**config.mk**
```make
export PLATFORM = sky130hd
export DESIGN_NAME = cfo_derotator
export DESIGN_NICKNAME = d
export VERILOG_FILES = /design/src/rtl/cfo_pkg.sv /design/src/rtl/cfo_round_sat.sv /design/src/rtl/cfo_derotator.sv
export SDC_FILE = /design/constraint.sdc
export NUM_CORES = 2
export LEC_CHECK = 0
export ABC_AREA = 1
export BUFFER_PORTS_ARGS = -buffer_cell sky130_fd_sc_hd__buf_2
export CORE_MARGIN = 4
export CORE_UTILIZATION = 60
export DETAILED_ROUTE_END_ITERATION = 16
export GPL_ROUTABILITY_DRIVEN = 1
export HOLD_SLACK_MARGIN = 0.12
export PLACE_DENSITY = 0.79
export SLEW_MARGIN = 0
export SYNTH_ARGS = -nofsm -noshare
export SYNTH_HDL_FRONTEND = slang
export SYNTH_SLANG_ARGS = --single-unit
```
**constraint.sdc**
```tcl
create_clock -name clk -period 10.4 [get_ports clk]
set_input_delay 2.08 -clock clk [delete_from_list [all_inputs] [get_ports clk]]
set_output_delay 2.08 -clock clk [all_outputs]
set_load 0.05 [all_outputs]
```
**src/rtl/cfo_pkg.sv**
```systemverilog
// Shared widths, sample types and rounding/saturation constants for the CFO derotator.
// Saturating output stage is selected by the CFO_DEROT_SAT_EN macro.
package cfo_pkg;

  localparam int CFO_DW      = 12;
  localparam int CFO_FRAC    = 11;
  localparam int CFO_SAT_POS = (1 << (CFO_DW - 1)) - 1;
  localparam int CFO_SAT_NEG = -(1 << (CFO_DW - 1));
  localparam int CFO_RND     = 1 << (CFO_FRAC - 1);

  typedef logic signed [CFO_DW-1:0] sample_t;

  typedef struct packed {
    sample_t i;
    sample_t q;
  } cplx_t;

endpackage

```
**src/rtl/cfo_round_sat.sv**
```systemverilog
// Round half-up by FRAC, then saturate (CFO_DEROT_SAT_EN) or wrap to DW bits.
// Purely combinational; clip_o exists only in the saturating build.
module cfo_round_sat
  import cfo_pkg::*;
#(
  parameter int DW      = CFO_DW,
  parameter int FRAC    = CFO_FRAC,
  parameter int SAT_POS = CFO_SAT_POS,
  parameter int SAT_NEG = CFO_SAT_NEG,
  parameter int RND     = CFO_RND
) (
  input  logic signed [2*DW:0]  sum_i,
  output logic signed [DW-1:0]  res_o
`ifdef CFO_DEROT_SAT_EN
  ,
  output logic                  clip_o
`endif
);

  localparam int SW = 2*DW + 1;

  logic signed [SW-1:0] rnd;
  logic signed [SW-1:0] shf;

  always_comb begin
    rnd = sum_i + SW'(RND);
    shf = rnd >>> FRAC;
`ifdef CFO_DEROT_SAT_EN
    clip_o = 1'b0;
    res_o  = DW'(shf);
    if (shf > SW'(SAT_POS)) begin
      res_o  = DW'(SAT_POS);
      clip_o = 1'b1;
    end else if (shf < SW'(SAT_NEG)) begin
      res_o  = DW'(SAT_NEG);
      clip_o = 1'b1;
    end
`else
    res_o = DW'(shf);
`endif
  end

endmodule

```
**src/rtl/cfo_derotator.sv**
```systemverilog
// Purpose: rotate IQ samples by the conjugate NCO phasor, strobing the NCO once per accepted sample (sat_flag/clipping with CFO_DEROT_SAT_EN).
// Latency: 3 cycles accept-to-out_valid, 1 sample/clk. Backpressure: all stages stall together when out_valid && !out_ready.
module cfo_derotator
  import cfo_pkg::*;
#(
  parameter int DW   = CFO_DW,
  parameter int FRAC = CFO_FRAC
) (
  input  logic                 clk,
  input  logic                 rst,
  input  logic                 in_valid,
  output logic                 in_ready,
  input  logic signed [DW-1:0] in_i,
  input  logic signed [DW-1:0] in_q,
  output logic                 nco_en,
  input  logic signed [DW-1:0] ncos,
  input  logic signed [DW-1:0] nsin,
  output logic                 out_valid,
  input  logic                 out_ready,
  output logic signed [DW-1:0] out_i,
  output logic signed [DW-1:0] out_q
`ifdef CFO_DEROT_SAT_EN
  ,
  output logic                 sat_flag
`endif
);

  localparam int PW = 2*DW;
  localparam int SW = 2*DW + 1;

  typedef struct packed {
    logic signed [DW-1:0] i;
    logic signed [DW-1:0] q;
  } cplx_w_t;

  logic                 adv, accept;
  logic                 s1_vld_q, s2_vld_q, out_vld_q;
  cplx_w_t              s1_x_q, s1_n_q;    // s1_n_q carries cos in .i, sin in .q
  logic signed [PW-1:0] ii_q, qs_q, qc_q, si_q;
  logic signed [SW-1:0] yi, yq;
  logic signed [DW-1:0] out_i_d, out_q_d, out_i_q, out_q_q;

  assign adv      = !out_vld_q || out_ready;
  assign in_ready = adv && !rst;
  assign accept   = in_valid && in_ready;
  assign nco_en   = accept;

  // y = x * conj(n): yi = i*c + q*s, yq = q*c - i*s
  assign yi = SW'(ii_q) + SW'(qs_q);
  assign yq = SW'(qc_q) - SW'(si_q);

  always_ff @(posedge clk) begin
    if (rst) begin
      s1_vld_q  <= 1'b0;
      s2_vld_q  <= 1'b0;
      out_vld_q <= 1'b0;
      out_i_q   <= '0;
      out_q_q   <= '0;
    end else if (adv) begin
      s1_vld_q  <= accept;
      s1_x_q    <= '{i: in_i, q: in_q};
      s1_n_q    <= '{i: ncos, q: nsin};
      s2_vld_q  <= s1_vld_q;
      ii_q      <= PW'(s1_x_q.i) * PW'(s1_n_q.i);
      qs_q      <= PW'(s1_x_q.q) * PW'(s1_n_q.q);
      qc_q      <= PW'(s1_x_q.q) * PW'(s1_n_q.i);
      si_q      <= PW'(s1_x_q.i) * PW'(s1_n_q.q);
      out_vld_q <= s2_vld_q;
      out_i_q   <= out_i_d;
      out_q_q   <= out_q_d;
    end
  end

`ifdef CFO_DEROT_SAT_EN
  logic clip_i, clip_q, sat_q;

  cfo_round_sat #(.DW(DW), .FRAC(FRAC), .SAT_POS((1 << (DW-1)) - 1),
                  .SAT_NEG(-(1 << (DW-1))), .RND(1 << (FRAC-1)))
    u_rs_i (.sum_i(yi), .res_o(out_i_d), .clip_o(clip_i));

  cfo_round_sat #(.DW(DW), .FRAC(FRAC), .SAT_POS((1 << (DW-1)) - 1),
                  .SAT_NEG(-(1 << (DW-1))), .RND(1 << (FRAC-1)))
    u_rs_q (.sum_i(yq), .res_o(out_q_d), .clip_o(clip_q));

  // Sticky: only clips of real samples entering S3 count, bubbles are ignored
  always_ff @(posedge clk) begin
    if (rst) begin
      sat_q <= 1'b0;
    end else if (adv && s2_vld_q && (clip_i || clip_q)) begin
      sat_q <= 1'b1;
    end
  end

  assign sat_flag = sat_q;
`else
  cfo_round_sat #(.DW(DW), .FRAC(FRAC), .SAT_POS((1 << (DW-1)) - 1),
                  .SAT_NEG(-(1 << (DW-1))), .RND(1 << (FRAC-1)))
    u_rs_i (.sum_i(yi), .res_o(out_i_d));

  cfo_round_sat #(.DW(DW), .FRAC(FRAC), .SAT_POS((1 << (DW-1)) - 1),
                  .SAT_NEG(-(1 << (DW-1))), .RND(1 << (FRAC-1)))
    u_rs_q (.sum_i(yq), .res_o(out_q_d));
`endif

  assign out_valid = out_vld_q;
  assign out_i     = out_i_q;
  assign out_q     = out_q_q;

endmodule
```
After elaboration in Yosys (flattened, before gate mapping)
Cells that the tools add are included.
Storage, ports and cells
  flip-flop bits (word level): 167
  logic and storage cells: 28
  output and inout port bits: 27
Operators by class
  reductions and logical operators: 6
  bitwise logic cells: 1
  multipliers: 4
  add/subtract/negate cells: 4
Operators with widths (count)
  12-bit by 12-bit multiplier with 23-bit output: 4
  23-bit by 12-bit adder with 23-bit output, second input constant: 2
  23-bit adder: 1
  23-bit subtractor: 1
  1-bit logical AND: 2
  1-bit logical NOT: 2
  2-bit AND reduction: 1
  1-bit logical OR: 1
  1-bit inverter: 1

Logic depth before layout (Yosys ltp)
  word-level depth: 4
  mapped depth: 24

Modules after synthesis
From an unflattened synthesis, not the netlist that was laid out.
Unflattened totals
  cell total of the unflattened synthesis: 4200
  area total of the unflattened synthesis: 32561.2 µm²
By module, submodules not included
  cfo_derotator: area an instance 31963.2 µm², times used 1, cells each 4084
  cfo_round_sat: area an instance 299.0 µm², times used 2, cells each 58

Least setup slack after synthesis
OpenSTA, ideal clock, no wires.
  kind: input-to-output
  start: in out_ready
  end: out nco_en
  arrival time: 10.172 ns
  path slack: -1.852 ns
  cell stages on the path: 5
  buffers on the path: 1
  cells stage by stage: nor2_1 > nor2_1 > inv_1 > buf_2 > nor2_1
Between the ends
  word-level cells in the longest chain between the ends: 3
Ends and longest elaborated chain
  start, declared: RTL line cfo_derotator.sv:19  | input logic out_ready,
  1-bit logical OR: RTL line cfo_derotator.sv:43  | assign adv = !out_vld_q || out_ready;
  1-bit logical AND: RTL line cfo_derotator.sv:44  | assign in_ready = adv && !rst;
  named net in_ready: RTL line cfo_derotator.sv:12  | output logic in_ready,
  1-bit logical AND: RTL line cfo_derotator.sv:45  | assign accept = in_valid && in_ready;
  end, declared: RTL line cfo_derotator.sv:15  | output logic nco_en,
The timed path passes the listed nets, and every way through them passes these cells.

Worst setup path in the final report
  start: in out_ready
  end: out nco_en
Between the ends
  word-level cells in the longest chain between the ends: 3
Ends and longest elaborated chain (RTL line)
  1-bit logical OR: cfo_derotator.sv:43
  1-bit logical AND: cfo_derotator.sv:44
  1-bit logical AND: cfo_derotator.sv:45
No other way between the ends.

==> results.cfg <==
[yosys]
avgSynthCellArea_um2 = 8.26
synth_area_leaders = fa_1 (36%), edfxtp_1 (14%), inv_1 (13%)
synthTopCellsByCount = inv_1 (1009), nand2_1 (924), fa_1 (536)
ys_ff_latch = 167
synthFlopType = edfxtp_1
synth.distinct_cells = 45
synth_nets = 4511
yosysSeqAreaShare_pct = 15.8
async_flop_share_pct = 0
synth_edf_count = 140
yosysTopAreaCellShare_pct = 35.6
synth_top_area_cell = fa_1
synthesis.area_um2 = 30100
synth_most_common_cell = inv_1
syn_inst = 3645
yosys_warnings = 0

[worst_setup_path]
worstReg2RegStart = s1_n_q[15]$_DFFE_PP_
cp_data_arrival_time_ps = 4160
r2r-end = ii_q[22]$_DFFE_PP_
max_stage_delay_ps = 770
crit_path_max_fanout = 34
reg2reg_setup_slack_ps = 4480
start_kind = primary input
path_buf_inv = 3
critPathTopFamily = simple AND/OR/NAND/NOR gates
worstRegToRegCells = 18
worstSetupEndpointType = output port
crit_type = in2out
crit_required_ps = 8320
path_cells = buf_2 -> nor2_1 -> nor2_4 -> inv_1 -> nor2_1 -> buf_2
cpMaxStageDelayCell = nor2_4

[cells_and_area]
n_fill_cell = 4190
area_growth_pct = 5.22
layout-drive-gt1-share_pct = 4.57
nets = 4526

[hold_path]
whs_path_depth = 2
hold_path_end = s2_vld_q$_SDFFE_PP0N_
hold_class = reg2reg
min_from = s1_vld_q$_SDFFE_PP0N_

[placed_design]
hpwl_um = 54300
port_buffers = 78
place_congestion = 0.914

[sta]
fin_crit_ps = 6240
tightestPinTransition_ps = 1310
clock.fmax_ghz = 0.160
fin_setup_tns_ps = 0
period_share_pct = 60.0
maxSlewHeadroom_pct = 12.7
clock_skew_ps = 23.8
report.final.hold_viol_count = 0
slew_violations = 0
rsz0062_at_grt = no
setup_viol = 0

[global_routing]
grt_overflow_total = 0
grtUsageTotal_pct = 27.3
grt_max_degree = 64
grt_pass1_vias = 23600
antenna_found_initial = 2
grt_first_pass_wirelength_um = 117000

[route]
drc_errors = 0
firstDrtPassIters = 6
via_per_inst = 5.28
wl_per_cell_um = 15.9
drt-initial-drc-count = 1885
wirelength_um = 69100
vias = 22900
final_antenna_net_count = 0

[status]
status = complete, no violations

[clocking]
cts_buffers = 17
cts_tree = done
clk_pin_slew_ps = 70
cts_resized = 0
root_buffer = clkbuf_16
h-tree-depth = 4
cts.path.max_buffers = 2
cts_hold_buf = 0
cts.sinks = 167
post-cts-setup-buffer-count = 0
worstSkewPairLatency_ps = 510

[die]
fp-row-count = 81
die_w_um = 232
initial_core_util_pct = 61.1
die_h_um = 232
num_io_pins = 79
core_um2 = 49300
die-area_um2 = 53800

[job]
maxCapViolations = 0
worst reg2reg max path, cell delays in order (launching register included):
cell	delay (ps)
edfxtp_1	1190
nand2_1	320
fa_1	620
inv_1	120
fa_1	610
inv_1	80
fa_1	480
inv_1	50
fa_1	490
fa_1	410
ha_1	440
nand2_1	110
nor2_1	150
nand4_1	90
inv_1	100
nand4_1	100
nand3_1	150
nand3b_1	130
nand2_1	50
cells in the final DEF (no fill, tap or decap), types with 60 or more instances in the layout:
master	netlist	routed
inv_1	1009	1009
nand2_1	924	924
fa_1	536	536
ha_1	278	278
edfxtp_1	140	140
nor2_1	135	134
a21oi_1	123	123
nand3_1	90	90
buf_2	7	78
o21ai_0	60	60
kinds of logic (layout without fill, tap and decap cells):
family / Yosys count / after routing / synth area share (%)
buf+inv: 1123 / 1151 / 14.1
flops: 167 / 167 / 15.8
simple gates: 1222 / 1222 / 16.3
other cells: 0 / 1 / 0
xor+xnor: 89 / 89 / 2.61
compound gates: 230 / 230 / 4.12
fa+ha+maj: 814 / 814 / 47.2
per-layer routing:
metal / vias up / global-route usage [%] / wire [um] / part of all wire, %
met5: - / 0 / 19 / 0.027
li1: 10800 / - / - / -
met2: 960 / 41.6 / 30700 / 44
met1: 11100 / 40.2 / 30000 / 43
met4: 2 / 8.39 / 2010 / 2.9
met3: 125 / 5.24 / 6410 / 9.3
final cells by class:
cell class              count  area, um^2  share of cell area, %
clock buffers              23         499                   1.58
flip-flops and latches    167        4740                   15.0
clock inverters             9        78.8                  0.249
inverters                1018        3820                   12.1
well taps                 664         831                   2.62
repair buffers            101         563                   1.78
multi-input cells        2355       21100                   66.7
diodes                      1        2.50                0.00790
metrics by stage:
step | setup WS (ps) | area [um^2] | instances | hold WS (ps) | util (%)
2_1_floorplan | 867 | 30100 | 3645 | 430 | -
3_5_place_dp | 4060 | 31100 | 4305 | 466 | 63.1
6_report | 4160 | 31700 | 4338 | 477 | 64.3
3_3_place_gp | 4120 | 31100 | 4305 | 450 | 63.1
4_1_cts | 4050 | 31700 | 4337 | 470 | 64.3
5_1_grt | 3930 | 31700 | 4337 | 508 | 64.3
worst max path at each step:
| stage | endpoint | slack [ps] | depth (start not counted) | start |
|---|---|---|---|---|
| 2_1_floorplan | nco_en | 870 | 5 | out_ready |
| 3_3_place_gp | nco_en | 4120 | 6 | out_ready |
| 3_5_place_dp | nco_en | 4060 | 6 | out_ready |
| 4_1_cts | nco_en | 4050 | 6 | out_ready |
| 5_1_grt | nco_en | 3930 | 6 | out_ready |
| 6_report | nco_en | 4160 | 6 | out_ready |
registers in the layout, indices dropped and copies added (netlist names), 12 cells and up:
name,flops
s1_n_q,24
out_i,12
qc_q,23
ii_q,23
si_q,23
s1_x_q,24
qs_q,23
out_q,12
Power is not shown: default switching activity piles up to over one toggle a cycle in this logic, so the estimate is an artifact.
